===== src/rtl/rx_elastic_wr_ctrl_if.sv =====
// Upstream character channel into the RX elastic FIFO write controller.
//   rx_data  : decoded character {k_flag, byte[7:0]}
//   rx_valid : rx_data valid this cycle
//   rx_ready : character accepted this cycle (low only while a duplicate SKIP is inserted)
// master = upstream decoder side, slave = write controller side.
interface rx_elastic_wr_ctrl_if #(
  parameter int unsigned DW = 9
);
  logic [DW-1:0] rx_data;
  logic          rx_valid;
  logic          rx_ready;

  modport master (output rx_data, output rx_valid, input rx_ready);
  modport slave  (input rx_data, input rx_valid, output rx_ready);
endinterface


===== src/rtl/rx_elastic_wr_ctrl.sv =====
// Write-side controller of the PCS RX clock-compensation FIFO (wclk domain).
// Each cycle decides whether the write pointer advances (winc) and what is
// written (wdata); deletes SKIPs near full and inserts a duplicate SKIP near empty.
// Ports:
//   wclk, wrst     : write clock, synchronous active-high reset
//   rx             : upstream rx_data/rx_valid/rx_ready channel (slave modport)
//   wptr           : Gray write pointer from the write-pointer/full block
//   wq2_rptr       : Gray read pointer synchronized into wclk
//   winc, wdata    : registered write strobe and write data
//   fill           : combinational effective fill level
//   ovf_err        : sticky overflow flag, cleared only by wrst
//   ins_cnt/del_cnt: saturating insert/delete counters (only with RX_ELASTIC_STATS_EN)
// Optional feature macro: RX_ELASTIC_STATS_EN
module rx_elastic_wr_ctrl #(
  parameter int unsigned   ADDRSIZE  = 3,
  parameter int unsigned   DW        = 9,
  parameter logic [DW-1:0] SKIP_CODE = DW'(9'h11C),
  parameter int unsigned   HI_WM     = 6,
  parameter int unsigned   LO_WM     = 2
) (
  input  logic                  wclk,
  input  logic                  wrst,
  rx_elastic_wr_ctrl_if.slave   rx,
  input  logic [ADDRSIZE:0]     wptr,
  input  logic [ADDRSIZE:0]     wq2_rptr,
  output logic                  winc,
  output logic [DW-1:0]         wdata,
  output logic [ADDRSIZE:0]     fill,
`ifdef RX_ELASTIC_STATS_EN
  output logic [15:0]           ins_cnt,
  output logic [15:0]           del_cnt,
`endif
  output logic                  ovf_err
);

  localparam int unsigned PW    = ADDRSIZE + 1;
  localparam int unsigned FW    = ADDRSIZE + 2;
  localparam int unsigned DEPTH = 1 << ADDRSIZE;

  typedef enum logic {NORM, INS} state_t;

  state_t        state;
  logic          ready;
  logic [PW-1:0] wbin;
  logic [PW-1:0] rbin;
  logic [PW-1:0] fill_raw;
  logic [FW-1:0] fill_eff;
  logic          full_eff;
  logic          hi_c;
  logic          lo_c;
  logic          skip_c;
  logic          xfer_c;

  // Gray to binary: each binary bit is the XOR of all Gray bits at or above it
  function automatic logic [PW-1:0] gray2bin(input logic [PW-1:0] g);
    logic [PW-1:0] b;
    b[PW-1] = g[PW-1];
    for (int i = int'(PW) - 2; i >= 0; i--) begin
      b[i] = b[i+1] ^ g[i];
    end
    return b;
  endfunction

  // Fill level, widened by one bit so the pending registered write cannot wrap it
  always_comb begin
    wbin     = gray2bin(wptr);
    rbin     = gray2bin(wq2_rptr);
    fill_raw = wbin - rbin;
    fill_eff = FW'(fill_raw) + FW'(winc);
    full_eff = (fill_eff >= FW'(DEPTH));
    hi_c     = (fill_eff >= FW'(HI_WM));
    lo_c     = (fill_eff <= FW'(LO_WM));
    skip_c   = (rx.rx_data == SKIP_CODE);
    xfer_c   = rx.rx_valid && ready;
  end

  assign fill        = fill_eff[PW-1:0];
  assign rx.rx_ready = ready;

  // Write/skip-management FSM; precedence full-drop > delete > insert > write
  always_ff @(posedge wclk) begin
    if (wrst) begin
      state   <= NORM;
      ready   <= 1'b1;
      winc    <= 1'b0;
      wdata   <= '0;
      ovf_err <= 1'b0;
`ifdef RX_ELASTIC_STATS_EN
      ins_cnt <= '0;
      del_cnt <= '0;
`endif
    end else begin
      winc <= 1'b0;
      case (state)
        NORM: begin
          if (xfer_c) begin
            if (full_eff) begin
              ovf_err <= 1'b1;
            end else if (skip_c && hi_c) begin
`ifdef RX_ELASTIC_STATS_EN
              if (del_cnt != 16'hFFFF) del_cnt <= del_cnt + 16'd1;
`endif
            end else if (skip_c && lo_c) begin
              winc  <= 1'b1;
              wdata <= rx.rx_data;
              state <= INS;
              ready <= 1'b0;
            end else begin
              winc  <= 1'b1;
              wdata <= rx.rx_data;
            end
          end
        end
        INS: begin
          // Duplicate SKIP; abandoned silently if the FIFO filled meanwhile
          state <= NORM;
          ready <= 1'b1;
          if (!full_eff) begin
            winc  <= 1'b1;
            wdata <= SKIP_CODE;
`ifdef RX_ELASTIC_STATS_EN
            if (ins_cnt != 16'hFFFF) ins_cnt <= ins_cnt + 16'd1;
`endif
          end
        end
        default: begin
          state <= NORM;
          ready <= 1'b1;
        end
      endcase
    end
  end

endmodule


===== src/flat_wrapper.sv =====
// flat-port wrapper written by rule: the top's interface ports become plain ports
module rx_elastic_wr_ctrl_flat 
#(
  parameter int unsigned   ADDRSIZE  = 3,
  parameter int unsigned   DW        = 9,
  parameter logic [DW-1:0] SKIP_CODE = DW'(9'h11C),
  parameter int unsigned   HI_WM     = 6,
  parameter int unsigned   LO_WM     = 2
)
  (wclk, wrst, wptr, wq2_rptr, winc, wdata, fill, ovf_err, rx_rx_data, rx_rx_valid, rx_rx_ready);
  rx_elastic_wr_ctrl_if #(.DW(DW)) rx_i ();
  input  logic wclk;
  input  logic wrst;
  input  logic [ADDRSIZE:0] wptr;
  input  logic [ADDRSIZE:0] wq2_rptr;
  output logic winc;
  output logic [DW-1:0] wdata;
  output logic [ADDRSIZE:0] fill;
  output logic ovf_err;
  input wire logic [$bits(rx_i.rx_data)-1:0] rx_rx_data;
  input wire logic [$bits(rx_i.rx_valid)-1:0] rx_rx_valid;
  output wire logic [$bits(rx_i.rx_ready)-1:0] rx_rx_ready;
  assign rx_i.rx_data = rx_rx_data;
  assign rx_i.rx_valid = rx_rx_valid;
  assign rx_rx_ready = rx_i.rx_ready;
  rx_elastic_wr_ctrl #(.ADDRSIZE(ADDRSIZE), .DW(DW), .SKIP_CODE(SKIP_CODE), .HI_WM(HI_WM), .LO_WM(LO_WM)) u_core (.wclk(wclk), .wrst(wrst), .rx(rx_i), .wptr(wptr), .wq2_rptr(wq2_rptr), .winc(winc), .wdata(wdata), .fill(fill), .ovf_err(ovf_err));
endmodule

===== config.mk =====
export PLATFORM = sky130hd
export DESIGN_NAME = rx_elastic_wr_ctrl_flat
export DESIGN_NICKNAME = d
export VERILOG_FILES = /design/src/rtl/rx_elastic_wr_ctrl_if.sv /design/src/rtl/rx_elastic_wr_ctrl.sv /design/src/flat_wrapper.sv
export SDC_FILE = /design/constraint.sdc
export NUM_CORES = 1
export LEC_CHECK = 0
export BUFFER_PORTS_ARGS = -buffer_cell sky130_fd_sc_hd__buf_2
export CELL_PAD_IN_SITES_DETAIL_PLACEMENT = 1
export CELL_PAD_IN_SITES_GLOBAL_PLACEMENT = 2
export CORE_ASPECT_RATIO = 1.1
export CORE_MARGIN = 5
export CORE_UTILIZATION = 30
export DETAILED_ROUTE_END_ITERATION = 6
export MAX_ROUTING_LAYER = met4
export PLACE_DENSITY = 0.93
export SLEW_MARGIN = 20
export SYNTH_ARGS = -nofsm -noshare
export SYNTH_HDL_FRONTEND = slang
export SYNTH_SLANG_ARGS = --single-unit
export TNS_END_PERCENT = 50

===== constraint.sdc =====
create_clock -name wclk -period 6.6 [get_ports wclk]
set_input_delay 1.32 -clock wclk [delete_from_list [all_inputs] [get_ports wclk]]
set_output_delay 1.32 -clock wclk [all_outputs]
set_load 0.03 [all_outputs]

==> results.md, run 1 <==
- Outcome: finished clean
- ANT nets after route: 0
- R2r endpoint: u_core.wdata[6]
- Fmax: 204.7 MHz
- Max cap viols: 0
- Ys flop type: dfxtp_1
- Worst-Margin Slew: 0.5471 ns
- Final WL: 2.639 mm
- # diodes: 0
- Die Height: 70.09 um
- Setup TNS: 0 ns
- Hold-fix buffers, CTS: 0
- Pwr Density: 281.4 mW/mm^2
- Die area: 0.004530 mm^2
- Sequential area share after synthesis: 26.43%
- Setup Buffers After CTS: 0
- Clock latency on the worst-skew pair: 0.27 ns
- Synthesized Nets: 130
- CP Cell Sequence: buf_2, xor2_1, xnor2_1, xor2_1, ha_1, fa_1, inv_1, ha_1, xnor3_2, buf_2
- Placed cell areas: 0.001166 mm^2
- Clk buf depth: 2
- Overflow after GRT: 0
- Gp weighted congestion: 0.7735
- Worst Hold Path Cells: 1
- Crit path time final: 4.884 ns
- Crit. End Element: output pin
- Post-Syn Area: 984.7 um^2
- Top cells by area, synth: dfxtp_1 26%, a2111oi_2 7.6%, ha_1 6.4%
- Root Driver: clkbuf_4
- Drt wl/cell: 15.52 um
- Clk_skew: 0.0005046 ns
- Final #Nets: 163
- Delay-heaviest family, CP: adder cells
- Final Hold Viols: 0
- Mean area per synthesized cell: 9.468 um^2
- FP Rows: 21
- Crit-path max cell delay: 0.49 ns
- Post-CTS sizing: 0
- Pre-CTS WS: 1.692 ns
- Worst Hold Path EP: u_core.ovf_err
- # fillers: 380
- Critical Path AT: 3.56 ns
- Chip width: 64.63 um
- Worst Hold Launch: u_core.ovf_err
- Worst-path maximum fanout: 3
- Share of synthesized registers carrying an async set or reset: 0%
- Core box area: 0.003100 mm^2
- Final setup viols: 0
- RSZ-0062 raised after global routing: no
- Cell variety after synth: 33
- WP buf/inv: 3
- Drc violations: 0
- Worst VDD drop: 0.1250 mV
- Tot Pwr: 335.6 uW
- CTS Buf Count: 3
- R2r setup slk: 4.50 ns
- Reg2reg path depth: 7
- Max-slew violations: 0
- CP max-delay cell: fa_1
- Hpwl dp: 2.123 mm
- Port Buffers: 35
- Clock slew at reported path FFs: 0.08 ns
- Syn Inst Count: 104
- Global-route wire length before repair: 4.726 mm
- P&R area growth vs syn: 21.09%
- Setup slack after layout: 1.716 ns
- Final instance area: 0.001192 mm^2
- Yosys top cell area share: 26.43%
- Largest net degree at the start of global routing: 19
- RR Startpoint: u_core.winc
- Via density: 5.465
- Leakage power: 0.0005535 uW
- CTS tree: yes
- Final worst path period share: 74.00%
- #FFs+latches synth: 13
- Initial Util: 31.76%
- Slew headroom: 63.43%
- Yosys warnings: 0
- Initial antenna violation count: 0
- 1st-iter DRT viols: 7
- EDFF count, synth: 0
- Vias in the first global route: 1046
- DRT Pass-1 Iters: 4
- GRT Total Usage: 13.02%
- Htree depth: 1
- Layout cell share with drive strength beyond 1: 41.18%
- HP Class: register to register
- Worst Setup Path Type: primary input to output pin
- IO Count: 36
- TritonCTS Sinks: 13
- CP Launch Type: primary input
- Critical path required time: 5.28 ns
- Post-synth top area cell: dfxtp_1
- Via Count: 929
-- state kept, by name (all words and copies together) (netlist names) --
signal / cells
u_core.wdata: 9
u_core.ovf_err: 1
u_core.state: 1
u_core.winc: 1
u_core.rx.rx_ready: 1
-- per-layer routing --
metal / track usage (%) / vias to the layer above / wire length [um]
li1: - / 459 / -
met1: 14.59 / 442 / 1080
met2: 22.82 / 26 / 1370
met3: 2.885 / 2 / 178
met4: 3.991 / 0 / 9
met5: - / - / 0
-- stage by stage --
stage	util (%)	instances	hold slack, ns
after floorplan	-	104	0.5432
after global placement	37.61	166	0.4590
after detailed placement	37.61	166	0.4445
after CTS	38.46	170	0.4719
after global routing	38.46	170	0.5039
final	38.46	170	0.4677
-- logic make-up (layout without fill, tap and decap cells) --
kind of cell,count (synthesis),after routing,share of synthesized area [%]
AND/OR/NAND/NOR,33,33,20.46
AO/OA/AOI/OAI,25,25,26.81
buffers and inverters,17,49,7.497
flip-flops,13,13,26.43
XOR/XNOR,10,10,10.42
adder cells (fa/ha/maj),6,6,8.386
-- report_power, final --
group	internal (uW)	switching, uW	total (uW)
clock	23.4	26.6	50.0
combinational	67.0	123	190
sequential	89.4	5.85	95.3
-- cell type report --
type	instances	area (um^2)	area share, %
Multi-Input combinational cell	74	650.6	54.56
Timing Repair Buffer	35	175.2	14.69
Inverter	10	37.54	3.148
Clock buffer	4	26.28	2.204
Tap cell	34	42.54	3.568
Sequential cell	13	260.3	21.83
-- worst reg2reg max path, cell delays in order, from the launching register on --
cell	delay, ns
dfxtp_1	0.33
ha_1	0.21
ha_1	0.21
xnor3_2	0.25
nand2_2	0.08
o211ai_4	0.48
a2111oi_2	0.10
a311o_1	0.34
-- placed cells by master (no fill, tap or decap), drive strengths merged, types with 5 or more instances in the layout --
master / netlist / routed
a2111oi: 5 / 5
a311o: 5 / 5
and4: 5 / 5
buf: 3 / 35
dfxtp: 13 / 13
ha: 5 / 5
inv: 10 / 10
nand2: 7 / 7
nand3: 6 / 6
xnor2: 5 / 5
-- worst max path at each step --
| stage | from | end | cells after the start |
|---|---|---|---|
| 2_1_floorplan | wptr[3] | fill[3] | 8 |
| 3_3_place_gp | wptr[3] | fill[2] | 10 |
| 3_5_place_dp | wptr[3] | fill[2] | 10 |
| 4_1_cts | wptr[3] | fill[2] | 10 |
| 5_1_grt | wq2_rptr[3] | fill[2] | 10 |
| 6_report | wptr[3] | fill[2] | 10 |
-- synthesized netlist by cell type, types with 3 or more instances --
library cell and n:
clkbuf_1 4, a311o_1 5, or3_2 3, a2111oi_2 5, inv_1 10, nand2_1 6
ha_1 5, a31oi_1 3, xnor2_1 5, o211a_1 3, xor2_1 4, nor3_1 4
nand3_1 6, dfxtp_1 13, and4_2 5
(Power assumes the default switching activity.)
==> run 2: changes to the inputs <==
--- a/config.mk
+++ b/config.mk
@@ -10,10 +10,10 @@
 export CELL_PAD_IN_SITES_GLOBAL_PLACEMENT = 2
 export CORE_ASPECT_RATIO = 1.1
 export CORE_MARGIN = 5
-export CORE_UTILIZATION = 30
+export CORE_UTILIZATION = 28
 export DETAILED_ROUTE_END_ITERATION = 6
 export MAX_ROUTING_LAYER = met4
-export PLACE_DENSITY = 0.93
+export PLACE_DENSITY = 0.89
 export SLEW_MARGIN = 20
 export SYNTH_ARGS = -nofsm -noshare
 export SYNTH_HDL_FRONTEND = slang
==> constraint.sdc (replaced) <==
create_clock -name wclk -period 4.5 [get_ports wclk]
set_input_delay 0.9 -clock wclk [delete_from_list [all_inputs] [get_ports wclk]]
set_output_delay 0.9 -clock wclk [all_outputs]
set_load 0.03 [all_outputs]
==> run 2 against run 1 <==
Net effect: utilization shrank 2.2 points; critical path depth is the same; highest routed layer unchanged; critical path type unchanged; total power grew 48%; critical endpoint unchanged; clock power grew 44%; sequential share of layout area shrank 0.45 points; final cell count grew 8.8%; final area grew 2.1%; register-to-register slack lost 2.1 ns; worst setup slack lost 1.2 ns; sequential power grew 47%; largest power group unchanged; clock skew grew 0.0039 ns.
==> results.md, run 2 (synthesis results as in run 1) <==
- Outcome: finished clean
- Crit. End Element: output pin
- CP Launch Type: primary input
- Vias in the first global route: 1030
- P&R area growth vs syn: 23.63%
- Final #Nets: 164
- Worst Hold Path Cells: 1
- Worst-path maximum fanout: 3
- RSZ-0062 raised after global routing: no
- Layout cell share with drive strength beyond 1: 41.61%
- Placed cell areas: 0.001191 mm^2
- Max-slew violations: 0
- Worst Setup Path Type: primary input to output pin
- Core box area: 0.003358 mm^2
- Drt wl/cell: 14.77 um
- DRT Pass-1 Iters: 4
- Htree depth: 1
- CTS tree: yes
- Final Hold Viols: 0
- Overflow after GRT: 0
- Cells after DPL: 181
- Slew headroom: 62.41%
- 1st-iter DRT viols: 7
- Die area: 0.004804 mm^2
- Sequential cell area: 260.3 um^2
- Pwr Density: 407.5 mW/mm^2
- Clock latency on the worst-skew pair: 0.27 ns
- Largest net degree at the start of global routing: 19
- Chip width: 66.54 um
- Commonest non-fill, non-tap cell in the layout: buf_2
- Port Buffers: 35
- # fillers: 426
- Clk buf depth: 2
- Initial antenna violation count: 0
- Reg2reg path depth: 7
- GRT Total Usage: 12.39%
- # diodes: 0
- Most frequent cells in the layout: 35 x buf_2, 13 x dfxtp_1, 10 x inv_1, 6 x nand3_1, 6 x nand2_1
- Gp weighted congestion: 0.7625
- Post-CTS sizing: 0
- Crit path time final: 4.017 ns
- Hold-fix buffers, CTS: 0
- Clk_skew: 0.004401 ns
- Drc violations: 0
- Max reg flops: 9
- TritonCTS Sinks: 13
- Global-route wire length before repair: 4.540 mm
- Setup TNS: 0 ns
- CTS Buf Count: 3
- Final worst path period share: 89.27%
- Worst VDD drop: 0.1878 mV
- Critical Path AT: 3.12 ns
- Critical path required time: 3.60 ns
- Die Height: 72.20 um
- Setup Buffers After CTS: 0
- Final setup viols: 0
- Final core occ: 36.25%
- Root Driver: clkbuf_4
- Hpwl dp: 2.143 mm
- Footprint of the multi-input gates: 650.6 um^2
- Final instance area: 0.001217 mm^2
- FP Rows: 22
- Leakage power: 0.0005583 uW
- Fmax: 248.9 MHz
- Clock slew at reported path FFs: 0.08 ns
- Final WL: 2.733 mm
- Initial Util: 29.32%
- IO Count: 36
- HP Class: register to register
- Worst-Margin Slew: 0.5611 ns
- Max cap viols: 0
- Post-Layout Cell Count: 185
- Via Count: 932
- ANT nets after route: 0
- Via density: 5.038
- Most flop-heavy register: u_core.wdata
[run 2: changes by cell type in the layout (fill, tap and decap cells not counted)]
| cell | change |
|---|---|
| buf_4 | +1 |
[run 2: metrics by stage]
stage                     power (uW)  setup slack [ns]  hold slack (ns)
after global placement         424.4            0.5182           0.4636
after global routing           536.4            0.3163           0.4914
final                          496.2            0.4828           0.4787
after CTS                      505.5            0.4492           0.4796
after floorplan                359.9            0.6917           0.5432
after detailed placement       430.5            0.4537           0.4502
[run 2: where the power goes]
part	internal, uW	total, uW	switching (uW)
Clock	34.3	72.2	37.9
Combinational	102	284	182
Sequential	131	140	8.80
Total	268	496	228
[run 2: final timing paths]
| path | start | to | slack [ns] |
|---|---|---|---|
| worst max-delay path | wq2_rptr[3] | fill[2] | 0.48 |
| worst max register to register | u_core.winc | u_core.wdata[6] | 2.41 |
| worst min register to register | u_core.ovf_err | u_core.ovf_err | 0.48 |
| worst min-delay path | u_core.ovf_err | u_core.ovf_err | 0.48 |
[run 2: per-layer routing]
metal | vias up | wire (um) | GRT usage, %
li1 | 462 | - | -
met2 | 22 | 1530 | 23.79
met4 | 0 | 12 | 3.386
met3 | 2 | 130 | 2.012
met5 | - | 0 | -
met1 | 446 | 1059 | 12.71
[run 2: final cells by class]
| type | instances | share of cell area (%) |
|---|---|---|
| Tap cell | 48 | 4.933 |
| Multi-Input combinational cell | 74 | 53.44 |
| Clock buffer | 4 | 2.158 |
| Sequential cell | 13 | 21.38 |
| Timing Repair Buffer | 36 | 15.01 |
| Inverter | 10 | 3.083 |
[run 2: worst max-delay path, cell delays in order]
cell     delay, ns
buf_2         0.12
xnor2_1       0.25
xor2_1        0.30
xnor2_1       0.12
ha_1          0.21
fa_1          0.49
inv_1         0.05
ha_1          0.21
xnor3_2       0.25
buf_2         0.21
==> run 3: changes to the inputs <==
--- a/config.mk
+++ b/config.mk
@@ -5,6 +5,7 @@
 export SDC_FILE = /design/constraint.sdc
 export NUM_CORES = 1
 export LEC_CHECK = 0
+export ABC_CLOCK_PERIOD_IN_PS = 4500
 export BUFFER_PORTS_ARGS = -buffer_cell sky130_fd_sc_hd__buf_2
 export CELL_PAD_IN_SITES_DETAIL_PLACEMENT = 1
 export CELL_PAD_IN_SITES_GLOBAL_PLACEMENT = 2
@@ -12,8 +13,7 @@
 export CORE_MARGIN = 5
 export CORE_UTILIZATION = 28
 export DETAILED_ROUTE_END_ITERATION = 6
-export MAX_ROUTING_LAYER = met4
-export PLACE_DENSITY = 0.89
+export PLACE_DENSITY = 0.79
 export SLEW_MARGIN = 20
 export SYNTH_ARGS = -nofsm -noshare
 export SYNTH_HDL_FRONTEND = slang
==> run 3 against run 2 <==
Net effect: sequential cell count unchanged; worst setup slack lost 0.041 ns; clock-buffer cell count unchanged; largest power group unchanged; final cell count unchanged; utilization did not move; final area unchanged; die area did not move; combinational power barely moved; first-iteration DRC count rose by 130%.
==> results.md, run 3 (synthesis results as in run 1) <==
- Outcome: finished clean
- CP Launch Type: primary input
- P&R area growth vs syn: 23.63%
- CTS Buf Count: 3
- 1st-iter DRT viols: 16
- Gp weighted congestion: 0.7905
- Clk buf depth: 2
- Clock slew at reported path FFs: 0.08 ns
- Grt met1 use: 16.09%
- Drt wl/cell: 14.71 um
- R2r setup slk: 2.41 ns
- Final WL: 2.722 mm
- Switching Share: 46.35%
- Crit-path max cell delay: 0.49 ns
- CP Cell Sequence: buf_2, xor2_1, xnor2_1, xor2_1, ha_1, fa_1, inv_1, ha_1, xnor3_2, buf_2
- Die area: 0.004804 mm^2
- Post-CTS sizing: 0
- Root Driver: clkbuf_4
- Worst-Margin Slew: 0.5372 ns
- Die Height: 72.20 um
- Most frequent cells in the layout: 35 x buf_2, 13 x dfxtp_1, 10 x inv_1, 6 x nand3_1, 6 x nand2_1
- Chip width: 66.54 um
- Sequential share of power: 28.0%
- Max reg flops: 9
- Footprint of the multi-input gates: 650.6 um^2
- Global-route wire length before repair: 4.788 mm
- Final setup viols: 0
- CP max-delay cell: fa_1
- DRT Pass-1 Iters: 4
- Critical path required time: 3.60 ns
- Layout cell share with drive strength beyond 1: 41.61%
- Drc violations: 0
- Max-slew violations: 0
- GR Util met3: 1.858%
- # diodes: 0
- Net Sw Power: 231.3 uW
- IO Count: 36
- Overflow after GRT: 0
- Vias in the first global route: 1011
- Gate power share: 57.4%
- Worst Setup Path Type: primary input to output pin
- Clock latency on the worst-skew pair: 0.27 ns
- # fillers: 448
- Largest net degree at the start of global routing: 19
- Worst VDD drop: 0.1367 mV
- Initial Util: 29.32%
- Htree depth: 1
- Final #Nets: 164
- Worst Hold Slack: 0.4825 ns
- Worst-path maximum fanout: 3
- Clk_skew: 0.002299 ns
- HP Class: register to register
- Critical Path AT: 3.16 ns
- Final worst path period share: 90.19%
- Delay-heaviest family, CP: adder cells
- Via Count: 929
- ANT nets after route: 0
- Final Hold Viols: 0
- Commonest non-fill, non-tap cell in the layout: buf_2
- Hold-fix buffers, CTS: 0
- TritonCTS Sinks: 13
- CTS tree: yes
- Via density: 5.022
- Clk network pwr share: 14.6%
- Global-route met2 utilization: 21.15%
- Fmax: 246.4 MHz
- Setup Buffers After CTS: 0
- Initial antenna violation count: 0
- Int Power: 267.7 uW
- WP buf/inv: 3
- Slew headroom: 64.01%
- Max cap viols: 0
- Setup TNS: 0 ns
- Crit path time final: 4.059 ns
- Most flop-heavy register: u_core.wdata
- FP Rows: 22
- Crit. End Element: output pin
- Hpwl dp: 2.192 mm
- GRT busiest layer: met2
- RSZ-0062 raised after global routing: no
- Port Buffers: 35
- Pwr Density: 409.9 mW/mm^2
- Core box area: 0.003358 mm^2
- Leakage power: 0.0005583 uW
- Sequential cell area: 260.3 um^2
- GRT Total Usage: 12.48%
==> run 3: cell counts in the layout (fill, tap and decap cells not counted) <==
Identical to the previous run, type by type.
==> run 3: power by group through the flow <==
stage,Clock (uW),Sequential (uW),Combinational (uW)
after global placement,0,142,286
after CTS,75.7,140,291
final,72.7,140,286
after global routing,84.3,143,313
after floorplan,0,174,186
after detailed placement,0,143,290
==> run 3: final cells by class <==
cell class	count	area share, %
Timing Repair Buffer	36	15.01
Clock buffer	4	2.158
Multi-Input combinational cell	74	53.44
Inverter	10	3.083
Tap cell	48	4.933
Sequential cell	13	21.38
==> run 3: worst paths after layout <==
path                                startpoint               to  depth (start not counted)
worst max-delay path                   wptr[3]          fill[2]                         10
worst min-delay path            u_core.ovf_err   u_core.ovf_err                          1
worst max register to register     u_core.winc  u_core.wdata[3]                          7
worst min register to register  u_core.ovf_err   u_core.ovf_err                          1
==> run 3: through the flow <==
step / std cells / worst slack, ns / power, uW / instance area, um^2 / util [%]
2_1_floorplan: 104 / 0.6917 / 359.9 / 984.7 / -
3_3_place_gp: 181 / 0.5134 / 427.7 / 1191 / 35.47
3_5_place_dp: 181 / 0.4114 / 432.7 / 1191 / 35.47
4_1_cts: 185 / 0.4077 / 507.1 / 1217 / 36.25
5_1_grt: 185 / 0.2560 / 540.5 / 1217 / 36.25
6_report: 185 / 0.4414 / 499.0 / 1217 / 36.25
==> run 3: worst register-to-register path, delay by kind of cell (launching register included) <==
kind,cells,cell delay (ns)
and+or+nand+nor,2,0.58
AOI/OAI and AO/OA,2,0.42
DFF,1,0.32
adders and majority gates,2,0.41
xor gates and xnor gates,1,0.25
==> run 3: metal layers <==
| layer | routed length [um] | up-vias |
|---|---|---|
| li1 | - | 460 |
| met1 | 1210 | 438 |
| met2 | 1329 | 29 |
| met3 | 163 | 2 |
| met4 | 19 | 0 |
| met5 | 0 | - |
